$ cat src/rtl/stopwatch_lap.sv
// rtl/stopwatch_lap.sv - mm:ss:cc up/down stopwatch with debounced keys and a circular lap buffer
module stopwatch_lap #(
    parameter int TICK_DIV  = 500000,
    parameter int DEBOUNCE  = 1000000,
    parameter int LAP_DEPTH = 4
) (
    input  logic                               clk,
    input  logic                               reset,
    input  logic                               key_start_pause,
    input  logic                               key_lap,
    input  logic                               key_clear,
    input  logic                               key_mode,
    input  logic [23:0]                        preset_bcd,
    output logic [23:0]                        disp_bcd,
    output logic [1:0]                         state,
    output logic                               down_mode,
    output logic                               alarm,
    output logic [$clog2(LAP_DEPTH+1)-1:0]     lap_count
);

    localparam int PW = (LAP_DEPTH > 1) ? $clog2(LAP_DEPTH) : 1;
    localparam int CW = $clog2(LAP_DEPTH + 1);
    localparam int TW = (TICK_DIV > 1) ? $clog2(TICK_DIV) : 1;
    localparam int DW = $clog2(DEBOUNCE + 1);

    typedef enum logic [1:0] {
        S_IDLE  = 2'b00,
        S_RUN   = 2'b01,
        S_PAUSE = 2'b10,
        S_DONE  = 2'b11
    } st_t;

    // key order in all 4-bit key vectors: 0 start/pause, 1 lap, 2 clear, 3 mode
    logic [3:0]    raw, sync1, sync2, lvl, press;
    logic [DW-1:0] db_cnt [4];

    st_t           st, st_n;
    logic [23:0]   count, count_n, count_t;
    logic [23:0]   frozen, frozen_n, disp_n;
    logic          split, split_n, recall, recall_n, down_n, lap_we, tick;
    logic [PW-1:0] ridx, ridx_n, wr_ptr, wr_ptr_n, rd_addr;
    logic [CW-1:0] lap_count_n;
    logic [TW-1:0] psc, psc_n;
    logic [23:0]   lap_mem [LAP_DEPTH];
    logic          start_e, clear_e, lap_e, mode_e;

    assign raw   = {key_mode, key_clear, key_lap, key_start_pause};
    assign state = st;

    // Presses resolved by priority so only the strongest key of a cycle acts
    assign start_e = press[0];
    assign clear_e = press[2] & ~press[0];
    assign lap_e   = press[1] & ~press[0] & ~press[2];
    assign mode_e  = press[3] & ~(|press[2:0]);

    // One BCD step of the whole mm:ss:cc value; ss tens rolls at 5, every other digit at 9
    function automatic logic [23:0] bcd_step(input logic [23:0] v, input logic down);
        logic [23:0] r;
        logic        c;
        logic [3:0]  d, lim;
        r = v;
        c = 1'b1;
        for (int i = 0; i < 6; i++) begin
            d   = v[i*4 +: 4];
            lim = (i == 3) ? 4'd5 : 4'd9;
            if (c) begin
                if (!down) begin
                    if (d >= lim) d = 4'd0;
                    else begin
                        d = d + 4'd1;
                        c = 1'b0;
                    end
                end else begin
                    if (d == 4'd0) d = lim;
                    else begin
                        d = d - 4'd1;
                        c = 1'b0;
                    end
                end
            end
            r[i*4 +: 4] = d;
        end
        return r;
    endfunction

    // Synchronise each key, accept a new level after DEBOUNCE equal samples, pulse on accepted press
    always_ff @(posedge clk) begin
        if (reset) begin
            sync1 <= '1;
            sync2 <= '1;
            lvl   <= '1;
            press <= '0;
            for (int i = 0; i < 4; i++) db_cnt[i] <= '0;
        end else begin
            sync1 <= raw;
            sync2 <= sync1;
            for (int i = 0; i < 4; i++) begin
                press[i] <= 1'b0;
                if (sync2[i] == lvl[i]) begin
                    db_cnt[i] <= '0;
                end else if (db_cnt[i] == DW'(DEBOUNCE - 1)) begin
                    db_cnt[i] <= '0;
                    lvl[i]    <= sync2[i];
                    press[i]  <= ~sync2[i];
                end else begin
                    db_cnt[i] <= db_cnt[i] + DW'(1);
                end
            end
        end
    end

    // Next-state decode: tick applied first, then the winning press for the current state
    always_comb begin
        tick        = (st == S_RUN) && (psc == TW'(TICK_DIV - 1));
        count_t     = tick ? bcd_step(count, down_mode) : count;
        st_n        = st;
        count_n     = count;
        frozen_n    = frozen;
        split_n     = split;
        recall_n    = recall;
        ridx_n      = ridx;
        down_n      = down_mode;
        lap_we      = 1'b0;
        wr_ptr_n    = wr_ptr;
        lap_count_n = lap_count;
        psc_n       = '0;
        case (st)
            S_IDLE: begin
                if (start_e) begin
                    if (!down_mode) begin
                        count_n = '0;
                        st_n    = S_RUN;
                    end else if (preset_bcd != '0) begin
                        count_n = preset_bcd;
                        st_n    = S_RUN;
                    end
                end else if (mode_e) begin
                    down_n = ~down_mode;
                end
            end
            S_RUN: begin
                count_n = count_t;
                psc_n   = tick ? '0 : psc + TW'(1);
                if (tick && down_mode && (count_t == '0)) begin
                    st_n    = S_DONE;
                    split_n = 1'b0;
                    psc_n   = '0;
                end else if (start_e) begin
                    st_n    = S_PAUSE;
                    split_n = 1'b0;
                    psc_n   = '0;
                end else if (lap_e) begin
                    // the stored and frozen value is the count before this cycle's tick
                    lap_we   = 1'b1;
                    wr_ptr_n = wr_ptr + PW'(1);
                    if (lap_count != CW'(LAP_DEPTH)) lap_count_n = lap_count + CW'(1);
                    split_n  = 1'b1;
                    frozen_n = count;
                end
            end
            S_PAUSE: begin
                if (start_e) begin
                    st_n     = S_RUN;
                    recall_n = 1'b0;
                end else if (clear_e) begin
                    st_n     = S_IDLE;
                    count_n  = '0;
                    recall_n = 1'b0;
                    split_n  = 1'b0;
                end else if (lap_e && (lap_count != '0)) begin
                    if (!recall) begin
                        recall_n = 1'b1;
                        ridx_n   = '0;
                    end else if (CW'(ridx) + CW'(1) == lap_count) begin
                        recall_n = 1'b0;
                    end else begin
                        ridx_n = ridx + PW'(1);
                    end
                end
            end
            S_DONE: begin
                if (clear_e) begin
                    st_n    = S_IDLE;
                    count_n = '0;
                end
            end
            default: st_n = S_IDLE;
        endcase
        // once the buffer has wrapped, the oldest entry sits at the write pointer
        rd_addr = ((lap_count == CW'(LAP_DEPTH)) ? wr_ptr : '0) + ridx_n;
        disp_n  = recall_n ? lap_mem[rd_addr] : (split_n ? frozen_n : count_n);
    end

    // State, count, display and lap buffer registers
    always_ff @(posedge clk) begin
        if (reset) begin
            st        <= S_IDLE;
            count     <= '0;
            frozen    <= '0;
            split     <= 1'b0;
            recall    <= 1'b0;
            ridx      <= '0;
            down_mode <= 1'b0;
            wr_ptr    <= '0;
            lap_count <= '0;
            psc       <= '0;
            disp_bcd  <= '0;
            alarm     <= 1'b0;
            for (int i = 0; i < LAP_DEPTH; i++) lap_mem[i] <= '0;
        end else begin
            st        <= st_n;
            count     <= count_n;
            frozen    <= frozen_n;
            split     <= split_n;
            recall    <= recall_n;
            ridx      <= ridx_n;
            down_mode <= down_n;
            wr_ptr    <= wr_ptr_n;
            lap_count <= lap_count_n;
            psc       <= psc_n;
            disp_bcd  <= disp_n;
            alarm     <= (st_n == S_DONE);
            if (lap_we) lap_mem[wr_ptr] <= count;
        end
    end

endmodule
$ cat config.mk
export PLATFORM = sky130hd
export DESIGN_NAME = stopwatch_lap
export DESIGN_NICKNAME = d
export VERILOG_FILES = /design/src/rtl/stopwatch_lap.sv
export SDC_FILE = /design/constraint.sdc
export NUM_CORES = 1
export LEC_CHECK = 0
export CORE_UTILIZATION = 60
export CTS_BUF_LIST = sky130_fd_sc_hd__clkbuf_16
export DETAILED_ROUTE_END_ITERATION = 10
export HOLD_SLACK_MARGIN = 0.15
export PLACE_DENSITY = 0.79
export REMOVE_ABC_BUFFERS = 1
export SLEW_MARGIN = 20
export SYNTH_ARGS = -nofsm -noshare
export SYNTH_HDL_FRONTEND = slang
export SYNTH_SLANG_ARGS = --single-unit
export TNS_END_PERCENT = 10
$ cat constraint.sdc
create_clock -name clk -period 9.1 [get_ports clk]
set_input_delay 1.82 -clock clk [delete_from_list [all_inputs] [get_ports clk]]
set_output_delay 1.82 -clock clk [all_outputs]
set_load 0.01 [all_outputs]
==> results of run 1 <==
[Yosys cell counts, types with 31 or more instances]
| master | n |
|---|---|
| inv_1 | 37 |
| ha_1 | 33 |
| clkbuf_1 | 62 |
| xnor2_1 | 43 |
| and3_1 | 31 |
| nand2_1 | 105 |
| nor2_1 | 281 |
| mux2i_1 | 34 |
| o21ai_0 | 39 |
| edfxtp_1 | 176 |
| a21oi_1 | 45 |
| nand2b_1 | 46 |
| nand3_1 | 44 |
| xor2_1 | 55 |
| dfxtp_1 | 120 |
[final timing paths]
path	slack [ns]	endpoint	depth (start not counted)
worst max-delay path	3.01	lap_mem[0][20]	10
worst min-delay path	0.41	sync2[2]	1
worst max register to register	3.01	lap_mem[0][20]	10
worst min register to register	0.41	sync2[2]	1
[final cells by class]
| cell class | instances | area (um^2) |
|---|---|---|
| Fill cell | 1863 | 7865 |
| Sequential cell | 296 | 7687 |
| Multi-Input combinational cell | 1158 | 7452 |
| Clock buffer | 31 | 775.7 |
| Timing Repair Buffer | 69 | 669.4 |
| Tap cell | 330 | 412.9 |
| Clock inverter | 25 | 176.4 |
| Inverter | 38 | 142.6 |
[layer usage]
metal / share of wire [%] / up-vias / wire (um)
li1: - / 5519 / -
met1: 45 / 5590 / 16100
met2: 45 / 477 / 16420
met3: 8.5 / 57 / 3092
met4: 1.6 / 0 / 569
met5: 0 / - / 0
[through the flow]
| stage | setup slack [ns] | power [uW] | instances | util [%] |
|---|---|---|---|---|
| after floorplan | 2.989 | 2383 | 1492 | - |
| after global placement | 3.019 | 2726 | 1890 | 64.91 |
| after detailed placement | 2.725 | 2745 | 1890 | 64.91 |
| after CTS | 2.692 | 3933 | 1946 | 68.69 |
| after global routing | 2.587 | 4118 | 1947 | 68.77 |
| final | 3.006 | 3944 | 1947 | 68.77 |
[cells in the final DEF, fill, tap and decap left out, types with 31 or more instances in the layout]
master,Yosys,layout
edfxtp_1,176,176
nand2b_1,46,43
o21ai_0,39,39
clkbuf_16,0,31
and3_1,31,31
inv_1,37,45
xor2_1,55,55
dfxtp_1,120,120
nor2_1,281,281
nand3_1,44,44
conb_1,1,80
ha_1,33,33
nand2_1,105,105
xnor2_1,43,42
mux2i_1,34,34
a21oi_1,45,44
clkdlybuf4s50_1,0,59
[critical path, stage by stage, from the launching register on]
cell and delay [ns]:
dfxtp_1 0.36, inv_1 0.14, ha_1 0.71, inv_1 0.43, or4_1 0.76, nor2_1 0.36, mux2i_1 0.28, o2111ai_1 0.34
o31ai_4 0.83, or3_1 0.85, nand2b_2 0.61
[state kept, by name, indices dropped and copies added (netlist names), 4 cells and up]
register  count
disp_bcd     24
count        24
press         4
lap_mem      96
lvl           4
sync2         4
db_cnt       80
frozen       24
psc          19
sync1         4
[cells by family (layout without fill, tap and decap cells)]
logic type / count (synthesis) / in the layout / share of synthesized area (%)
AO/OA/AOI/OAI: 221 / 221 / 10.83
XOR/XNOR: 98 / 98 / 5.584
adder cells (fa/ha/maj): 33 / 33 / 2.686
buffers and inverters: 127 / 163 / 3.647
flip-flops: 296 / 296 / 50.01
multiplexers: 66 / 66 / 6.317
other: 1 / 80 / 0.02440
AND/OR/NAND/NOR: 660 / 660 / 20.90
[where the power goes]
group          internal, uW  switching (uW)
Clock                   672             520
Sequential             1530             170
Combinational           457             594
==> run metrics, run 1 <==
fin crit period=6.094 ns; Fin. Hold Viols=0; DIE AREA=0.02626 mm^2; Antenna Violating Nets Remaining=0; number of global-route vias before repair=10,950; share of cells above drive strength 1=8.658%; first-pass GRT wire length=57,580 um; CTS tree=yes; clock-pin slew on the worst setup and hold paths=0.06 ns; Post-Synthesis Cells=1,502; Clk Latency, worst-skew pair=0.55 ns; Yosys Warn Count=0; die width=162.1 um; H-tree depth=1; Setup violations, final=0; Post-CTS Setup Bufs=0; Most Crowded Layer GR=met2; met2 Track Usage GR=43.25%; core area=0.02518 mm^2; number of synthesized register bits=296; vias per cell=5.980; final worst path period share=66.97%; Worst EP arrival=6.24 ns; Cell Area, Placed=0.01635 mm^2; GRT Total Usage=27.76%; Critical Path Source=state[1]; Sink Count=296; Avg Synthesized Cell Area=10.23 um^2; Pins Over Slew Limit=0; Starting Density=61.04%; VDD IR max=0.1894 mV; Post-Syn Area=0.01537 mm^2; initial antenna violation count=0; headroom to the max-slew limit=27.99%; M1 GR Usage=41.09%; ranking of synthesized cells by area=edfxtp_1 (34%), dfxtp_1 (16%), nor2_1 (6.9%); post-route design area=0.01732 mm^2; Leakage=0.006138 uW; clock buffer depth=3; sequential fraction of the synthesis area=50.01%; CTS Hold Bufs=0; CTS buffer count=30; number of port buffers=60; ant diodes=0; Final Net Count=1,656; Placer Congestion=0.9043; worst r2r src=state[1]; synth unique cells=79; root buffer cell=clkbuf_16; die height=162.1 um; nature of the critical path startpoint=flop; M3 GR Usage=4.469%; Async S/R FF share, synth=0%; initial drt markers=1,311; PD cells=227.8 mW/mm^2; hold crit path type=reg -> reg; Worst Tran Pin Value=1.080 ns; setup TNS=0 ns; post-DP HPWL=24,780 um; Routed WL=36,180 um; synthesis-to-layout area growth=12.66%; CP Capture Type=flop; Final Skew=0.007762 ns; status=finished clean; Hold Crit Start=sync1[2]; kind of critical path=reg -> reg; worst-path maximum fanout=25; data required time of the worst path=9.24 ns; drt wl/cell=18.58 um; global route overflow=0; tightest hold margin=0.4130 ns; Rows=58; Post-synth EDFFs=176; I/O pin total=61; largest net degree at the start of global routing=70; Post-route DRC=0; top_reg_cell synth=edfxtp_1; cell taking the most area after synthesis=edfxtp_1; DR pass1 iterations=6; Synth top area share=34.38%; fmax=0.1641 GHz; Max Cap Violations=0; # resized after CTS=0; RSZ-0062 raised after global routing=false; Vias=11,640
Power figures use the tool's default switching activity.
==> run 2: changes to the inputs <==
Settings changed: CORE_UTILIZATION 60 to 56, PLACE_DENSITY 0.79 to 0.77.
Clock period 9.1 ns to 5.6 ns, I/O delays scaled along.
==> run 2 against run 1 <==
Against the previous run: hold slack about the same; cell count increased by 1.2%; critical path type unchanged; global-route usage decreased by 2.0 points; register-to-register slack got worse by 2.2 ns; via count decreased by 0.11%; clock power increased by 55%; non-clock buffer count increased by 14; power increased by 60%.
==> run metrics, run 2 (same netlist as run 1, synthesis figures left out) <==
die height=167.7 um; Antenna Violating Nets Remaining=0; max reg flops=96; CP Capture Type=flop; Setup crit end=disp_bcd[15]; reg2reg end=disp_bcd[15]; worst r2r src=psc[7]; Post-CTS Setup Bufs=0; first-pass GRT wire length=58,050 um; Final Skew=0.02121 ns; final worst path period share=85.02%; PD cells=363.8 mW/mm^2; nature of the critical path startpoint=flop; clock-pin slew on the worst setup and hold paths=0.06 ns; GRT Total Usage=25.80%; Post-route DRC=0; Vias=11,630; crit-path leading delay family=simple AND/OR/NAND/NOR gates; crit-path cells=or4b_1 > or4_1 > or4_1 > nor2_1 > mux2i_1 > o2111ai_1 > o31ai_4 > nand2_2 > o221ai_1; global route overflow=0; Final Net Count=1,670; data required time of the worst path=6.07 ns; path length in cells of the critical path=9; Critical Path Max Stage Delay=0.73 ns; initial drt markers=1,107; Rows=60; DR pass1 iterations=5; commonest cells after routing, fill and taps aside=nor2_1 (281), edfxtp_1 (176), dfxtp_1 (120), nand2_1 (105), conb_1 (80); status=finished clean; CTS Hold Bufs=0; Sink Count=296; synthesis-to-layout area growth=13.15%; CTS tree=yes; hold depth=1; number of port buffers=60; worst-path maximum fanout=15; register-to-register setup slack=0.84 ns; commonest non-fill, non-tap cell in the layout=nor2_1; DIE AREA=0.02811 mm^2; H-tree depth=1; Max Cap Violations=0; Leakage=0.006213 uW; clock buffer depth=3; ant diodes=0; Critical Path Source=psc[7]; initial antenna violation count=0; core area=0.02695 mm^2; post-DP HPWL=24,600 um; RSZ-0062 raised after global routing=false; VDD IR max=0.2450 mV; # resized after CTS=0; Placer Congestion=0.9037; kind of critical path=reg -> reg; placed cells=1,916; root buffer cell=clkbuf_16; biggest regs=lap_mem x96, db_cnt x80; fmax=0.2100 GHz; Setup violations, final=0; Buf/Inv on CP=0; Worst Tran Pin Value=1.060 ns; Top reg by flops=lap_mem; headroom to the max-slew limit=29.30%; cells on worst reg2reg path=9; vias per cell=5.901; Routed WL=36,260 um; Hold Crit Start=sync1[0]; Worst EP arrival=5.23 ns; largest net degree at the start of global routing=45; Fin. Hold Viols=0; drt wl/cell=18.40 um; die width=167.7 um; setup TNS=0 ns; share of cells above drive strength 1=8.834%; CP max stage cell=or4_1; I/O pin total=61; hold crit path type=reg -> reg; fin crit period=4.761 ns; FILL cells=2,173; Crit path top cell by count=or4_1; CTS buffer count=30; Pins Over Slew Limit=0; Layout Cells excl Fill=1,971; Starting Density=57.03%; number of global-route vias before repair=11,270; Clk Latency, worst-skew pair=0.56 ns
## run 2: metal layers
layer	track usage, %	part of all wire [%]
met1	35.30	44
met2	42.66	47
met3	3.427	6.5
met4	8.097	2.5
met5	0	0
## run 2: final cells by class
cell class,count,area (um^2),area share (%)
Sequential cell,296,7687,44.20
Inverter,38,142.6,0.8201
Clock buffer,31,775.7,4.460
Timing Repair Buffer,83,783.3,4.503
Multi-Input combinational cell,1158,7452,42.85
Tap cell,341,426.7,2.453
Clock inverter,24,125.1,0.7194
## run 2: metrics by stage
step	worst slack [ns]	util (%)	total power (uW)	hold WS, ns	instance area, um^2
after floorplan	-0.5108	-	3872	0.3895	15250
after global placement	1.037	61.19	4434	0.3906	16490
after detailed placement	0.9462	61.19	4465	0.3958	16490
after CTS	0.9240	64.54	6309	0.4154	17390
after global routing	0.6678	64.54	6611	0.4255	17390
final	0.8387	64.54	6327	0.4130	17390
## run 2: how the worst min path moves through the flow
stage,end,slack (ns)
2_1_floorplan,sync2[0],0.39
3_3_place_gp,sync2[3],0.39
3_5_place_dp,sync2[1],0.40
4_1_cts,sync2[0],0.42
5_1_grt,sync2[0],0.43
6_report,sync2[0],0.41
## run 2: power breakdown
part	internal (uW)	switching, uW	leakage (uW)
Combinational	742	951	0.00293
Sequential	2490	291	0.00279
Clock	1040	818	0.000492
Total	4270	2060	0.00621
## run 2: worst reg2reg max path, stage by stage (launching register included)
cell,delay [ns]
dfxtp_1,0.33
or4b_1,0.50
or4_1,0.55
or4_1,0.73
nor2_1,0.35
mux2i_1,0.31
o2111ai_1,0.36
o31ai_4,0.65
nand2_2,0.53
o221ai_1,0.38
==> patch 1 (settings of run 2) <==
The parameter `TICK_DIV` goes from 500000 to 1000000.
--- a/src/rtl/stopwatch_lap.sv
+++ b/src/rtl/stopwatch_lap.sv
@@ -1,5 +1,5 @@
 // rtl/stopwatch_lap.sv - mm:ss:cc up/down stopwatch with debounced keys and a circular lap buffer
 module stopwatch_lap #(
-    parameter int TICK_DIV  = 500000,
+    parameter int TICK_DIV  = 1000000,
     parameter int DEBOUNCE  = 1000000,
     parameter int LAP_DEPTH = 4
Function: same outputs for any inputs over 4 cycles, from zero or initial values and one cycle with reset high; that may be too few to reach the edited logic, so the function may still have changed.
==> patch 1 against run 2 <==
Synthesized area rose by 0.83%. Clock skew fell by 0.0049 ns. Routed wire length rose by 1.3%. Non-clock buffer count fell by 1. Core utilization rose by 0.89 points. Sequential cell count rose by 1. Synthesized cell count rose by 3.6%. Cell area rose by 1.7%. Setup slack got worse by 0.092 ns.
Power is not compared: it rests on default switching activity, and its combinational part moved more than twofold at a synthesized area within 25%.
==> patch 1: results (changes against run 2) <==
* Outcome: finished clean (unchanged)
* Met3 Wirelength at 2.99 mm (was 2.36 mm)
* Met2 usage at 0.423 (was 0.427)
* Post-synth cell types at 82 (was 79)
* TritonRoute pass-1 iters at 6 (was 5)
* Met1 usage at 0.351 (was 0.353)
* Layout Skew at 0.0163 ns (was 0.0212 ns)
* Worst reg2reg path depth at 12 (was 9)
* Initial DRC count at 1133 (was 1107)
* Hold Startpoint: sync1[1] (was sync1[0])
* Critical path's largest stage delay at 0.67 ns (was 0.73 ns)
* WL final at 36.7 mm (was 36.3 mm)
* Hold worst-path end: sync2[1] (was sync2[0])
* GRT Util Overall at 0.263 (was 0.258)
* Routed wl met2 at 17.0 mm (was 16.9 mm)
* Register area share after synthesis at 0.497 (was 0.500)
* Total CTS buffers at 34 (was 30)
* Syn_area_per_cell at 9.96 um2 (was 10.2 um2)
* CP startpoint: count[0] (was psc[7])
* Reg-to-Reg End: lap_mem[0][5] (was disp_bcd[15])
* Layout fillers at 2166 (was 2173)
* Routed len/inst at 18.2 um (was 18.4 um)
* Gp weighted congestion at 0.946 (was 0.904)
* Synth area leaders: edfxtp_1, dfxtp_1, nor2_1 (unchanged)
* Post-DP HPWL at 24.6 mm (about the same)
* Slew HR at 0.279 (was 0.293)
[patch 1: changes by cell type after synthesis, moves of 13 or more]
cell and delta:
mux4_2 -13, clkbuf_1 +21, nor2_1 -61, nor3_1 +37, nand2_1 +29, and2_1 +21, nand2b_1 -17
[patch 1: through the flow]
stage	setup slack (ns)	power, mW
6_report	0.747	4.98
5_1_grt	0.453	5.15
4_1_cts	0.823	5.00
3_5_place_dp	0.860	2.94
3_3_place_gp	0.627	2.93
2_1_floorplan	-1.31	2.78
[patch 1: final cells by class]
cell class	count	area share
inverters	41	0.00870
flip-flops and latches	297	0.436
repair buffers	82	0.0439
multi-input cells	1198	0.429
well taps	341	0.0241
clock inverters	26	0.00934
clock buffers	35	0.0495
[patch 1: cell families after synthesis]
kind of cell    after synthesis  synth area share
compound gates              245             0.117
xor+xnor                     97            0.0553
fa+ha+maj                    33            0.0266
buf+inv                     140            0.0356
flops                       297             0.497
mux                          65            0.0520
other cells                   1          0.000242
simple gates                678             0.216
==> patch 2 (config.mk and constraints of run 2) <==
Without the edit above. Register the output `alarm` once more, cleared by the reset; this adds one clock of latency there. The other outputs are not delayed to match.
--- a/src/rtl/stopwatch_lap.sv
+++ b/src/rtl/stopwatch_lap.sv
@@ -30,4 +30,6 @@
         S_DONE  = 2'b11
     } st_t;
+
+    logic alarm_s0;
 
     // key order in all 4-bit key vectors: 0 start/pause, 1 lap, 2 clear, 3 mode
@@ -206,5 +208,5 @@
             psc       <= '0;
             disp_bcd  <= '0;
-            alarm     <= 1'b0;
+            alarm_s0  <= 1'b0;
             for (int i = 0; i < LAP_DEPTH; i++) lap_mem[i] <= '0;
         end else begin
@@ -220,8 +222,16 @@
             psc       <= psc_n;
             disp_bcd  <= disp_n;
-            alarm     <= (st_n == S_DONE);
+            alarm_s0  <= (st_n == S_DONE);
             if (lap_we) lap_mem[wr_ptr] <= count;
         end
     end
 
+    always_ff @(posedge clk) begin
+        if (reset) begin
+            alarm <= '0;
+        end else begin
+            alarm <= alarm_s0;
+        end
+    end
+
 endmodule
Function: no difference found for any inputs over 4 cycles, from zero or initial values and one cycle with reset high; that may be too few to reach the edited logic, so the function may still have changed.
==> patch 2 against run 2 <==
Critical path depth up 4. Clock power increased by 5%. Fmax decreased by 4.7%. Routed wire length is 2.8% lower. Largest power group unchanged. Setup slack got worse by 0.23 ns. Total power rose by 1.7%. Synthesized cell count grew 1.0%. Largest cell class unchanged. Synthesized area fell by 0.82%. Cell area shrank 0.37%. Sequential cell count up 1.
==> patch 2: results (changes against run 2) <==
* Outcome: finished clean (unchanged)
* Slowest stage cell, crit path: buf_4 (was or4_1)
* VDD IR max at 0.000255 V (was 0.000245 V)
* Gp weighted congestion at 0.943 (was 0.904)
* Net count, final at 1684 (was 1670)
* Antenna violations before repair at 0 (unchanged)
* GRT Util Overall at 0.255 (was 0.258)
* Design area at 0.0173 mm2 (was 0.0174 mm2)
* TritonRoute pass-1 iters at 6 (was 5)
* Placed Area at 0.0164 mm2 (was 0.0165 mm2)
* Final setup violation count at 0 (unchanged)
* Synth cell count leaders: nor2_1, edfxtp_1, nand2_1 (was nor2_1, edfxtp_1, dfxtp_1)
* Register area share after synthesis at 0.506 (was 0.500)
* Reg-to-Reg Start: count[0] (was psc[7])
* Layout fillers at 2108 (was 2173)
* Worst reg2reg setup slack at 0.60 ns (was 0.84 ns)
* Synth area leaders: edfxtp_1, dfxtp_1, nor2_1 (unchanged)
* Post-synth cell types at 76 (was 79)
* Total CTS buffers at 31 (was 30)
* Worst hold slack at 0.409 ns (was 0.413 ns)
* Largest net degree at the start of global routing at 60 (was 45)
* Worst-margin pin slew at 1.09 ns (was 1.06 ns)
* Worst reg2reg path depth at 13 (was 9)
* Post-DP HPWL at 24.1 mm (was 24.6 mm)
* Leak at 6.15 nW (was 6.21 nW)
* Hold worst-path end: sync2[1] (was sync2[0])
* Number of synthesized flops with an enable pin at 176 (unchanged)
* Most common cell after layout, fill and taps aside: nor2_1 (unchanged)
* First-pass GRT wire length at 57.4 mm (was 58.0 mm)
* Initial DRC count at 1190 (was 1107)
* Hold Startpoint: sync1[1] (was sync1[0])
* Vias in the first global route at 11100 (was 11300)
* Layout Skew at 0.00786 ns (was 0.0212 ns)
* Reg-to-Reg End: disp_bcd[19] (was disp_bcd[15])
* Layout cell share with drive strength beyond 1 at 0.0942 (was 0.0883)
* Min-delay worst type: reg2reg (unchanged)
* Vias per std cell at 5.83 (was 5.90)
* WL final at 35.2 mm (was 36.3 mm)
* Critical path's largest stage delay at 0.68 ns (was 0.73 ns)
* Max Fanout on Critical Path at 59 (was 15)
* Worst-Skew Late Latency at 0.56 ns (about the same)
[patch 2: cell types whose count changed in the layout (fill, tap and decap cells not counted), moves of 7 or more]
cell and delta:
nand4_1 +8, nand2_1 +25, a31o_2 +15, or2_2 -9, o21ai_0 -7, o211ai_1 -11, nand3_1 +8, nor2_1 +36
o221ai_2 +7, mux2i_1 -19, nand3b_1 -8
[patch 2: area by class of cell]
cell class                      count  share of cell area
Multi-Input combinational cell   1176               0.425
Clock inverter                     26              0.0103
Inverter                           35             0.00758
Timing Repair Buffer               80              0.0432
Tap cell                          341              0.0246
Clock buffer                       31              0.0448
Sequential cell                   297               0.445
[patch 2: worst register-to-register path: stages, from the launching register on]
cell and delay [ns]:
dfxtp_1 0.44, inv_1 0.17, ha_1 0.24, or3b_1 0.40, a32oi_1 0.54, nor4_4 0.17, or4b_2 0.64, o21ai_0 0.09
or4b_4 0.52, o21ai_4 0.44, buf_4 0.69, nor2_1 0.15, a21oi_1 0.25, o221ai_2 0.14
[patch 2: worst max path at each step]
stage | slack (ns) | depth (start not counted) | endpoint | from
floorplan | -1.83 | 8 | lap_mem[1][0] | down_mode
global placement | 0.82 | 12 | disp_bcd[22] | count[0]
detailed placement | 0.68 | 13 | disp_bcd[19] | count[0]
CTS | 0.65 | 13 | disp_bcd[19] | count[0]
global route | 0.24 | 13 | disp_bcd[19] | count[0]
finish | 0.60 | 13 | disp_bcd[19] | count[0]
[patch 2: per-stage QoR]
step / setup slack (ns) / setup TNS, ns / cells / total power [mW]
floorplan: -1.83 / -282.15 / 1508 / 3.91
global placement: 0.818 / 0 / 1929 / 4.45
detailed placement: 0.682 / 0 / 1929 / 4.49
CTS: 0.653 / 0 / 1986 / 6.42
global route: 0.244 / 0 / 1986 / 6.74
finish: 0.604 / 0 / 1986 / 6.43
[patch 2: kinds of logic (layout without fill, tap and decap cells)]
logic type	Yosys count	after routing	share of synthesized area
AO/OA/AOI/OAI	216	216	0.109
XOR/XNOR	101	101	0.0580
adder cells (fa/ha/maj)	33	33	0.0271
buffers and inverters	123	172	0.0330
flip-flops	297	297	0.506
multiplexers	47	47	0.0512
other	1	80	0.000246
AND/OR/NAND/NOR	699	699	0.216
[patch 2: routing by layer]
metal / GRT usage / vias up / share of wire
li1: - / 5564 / -
met1: 0.353 / 5513 / 0.43
met2: 0.425 / 447 / 0.48
met3: 0.0304 / 56 / 0.068
met4: 0.0676 / 0 / 0.021
met5: 0 / - / 0
[patch 2: where the power goes]
group	internal [mW]	switching [mW]	total [mW]
combinational	0.758	0.942	1.70
clock	1.09	0.844	1.94
sequential	2.50	0.296	2.80
total	4.35	2.08	6.43
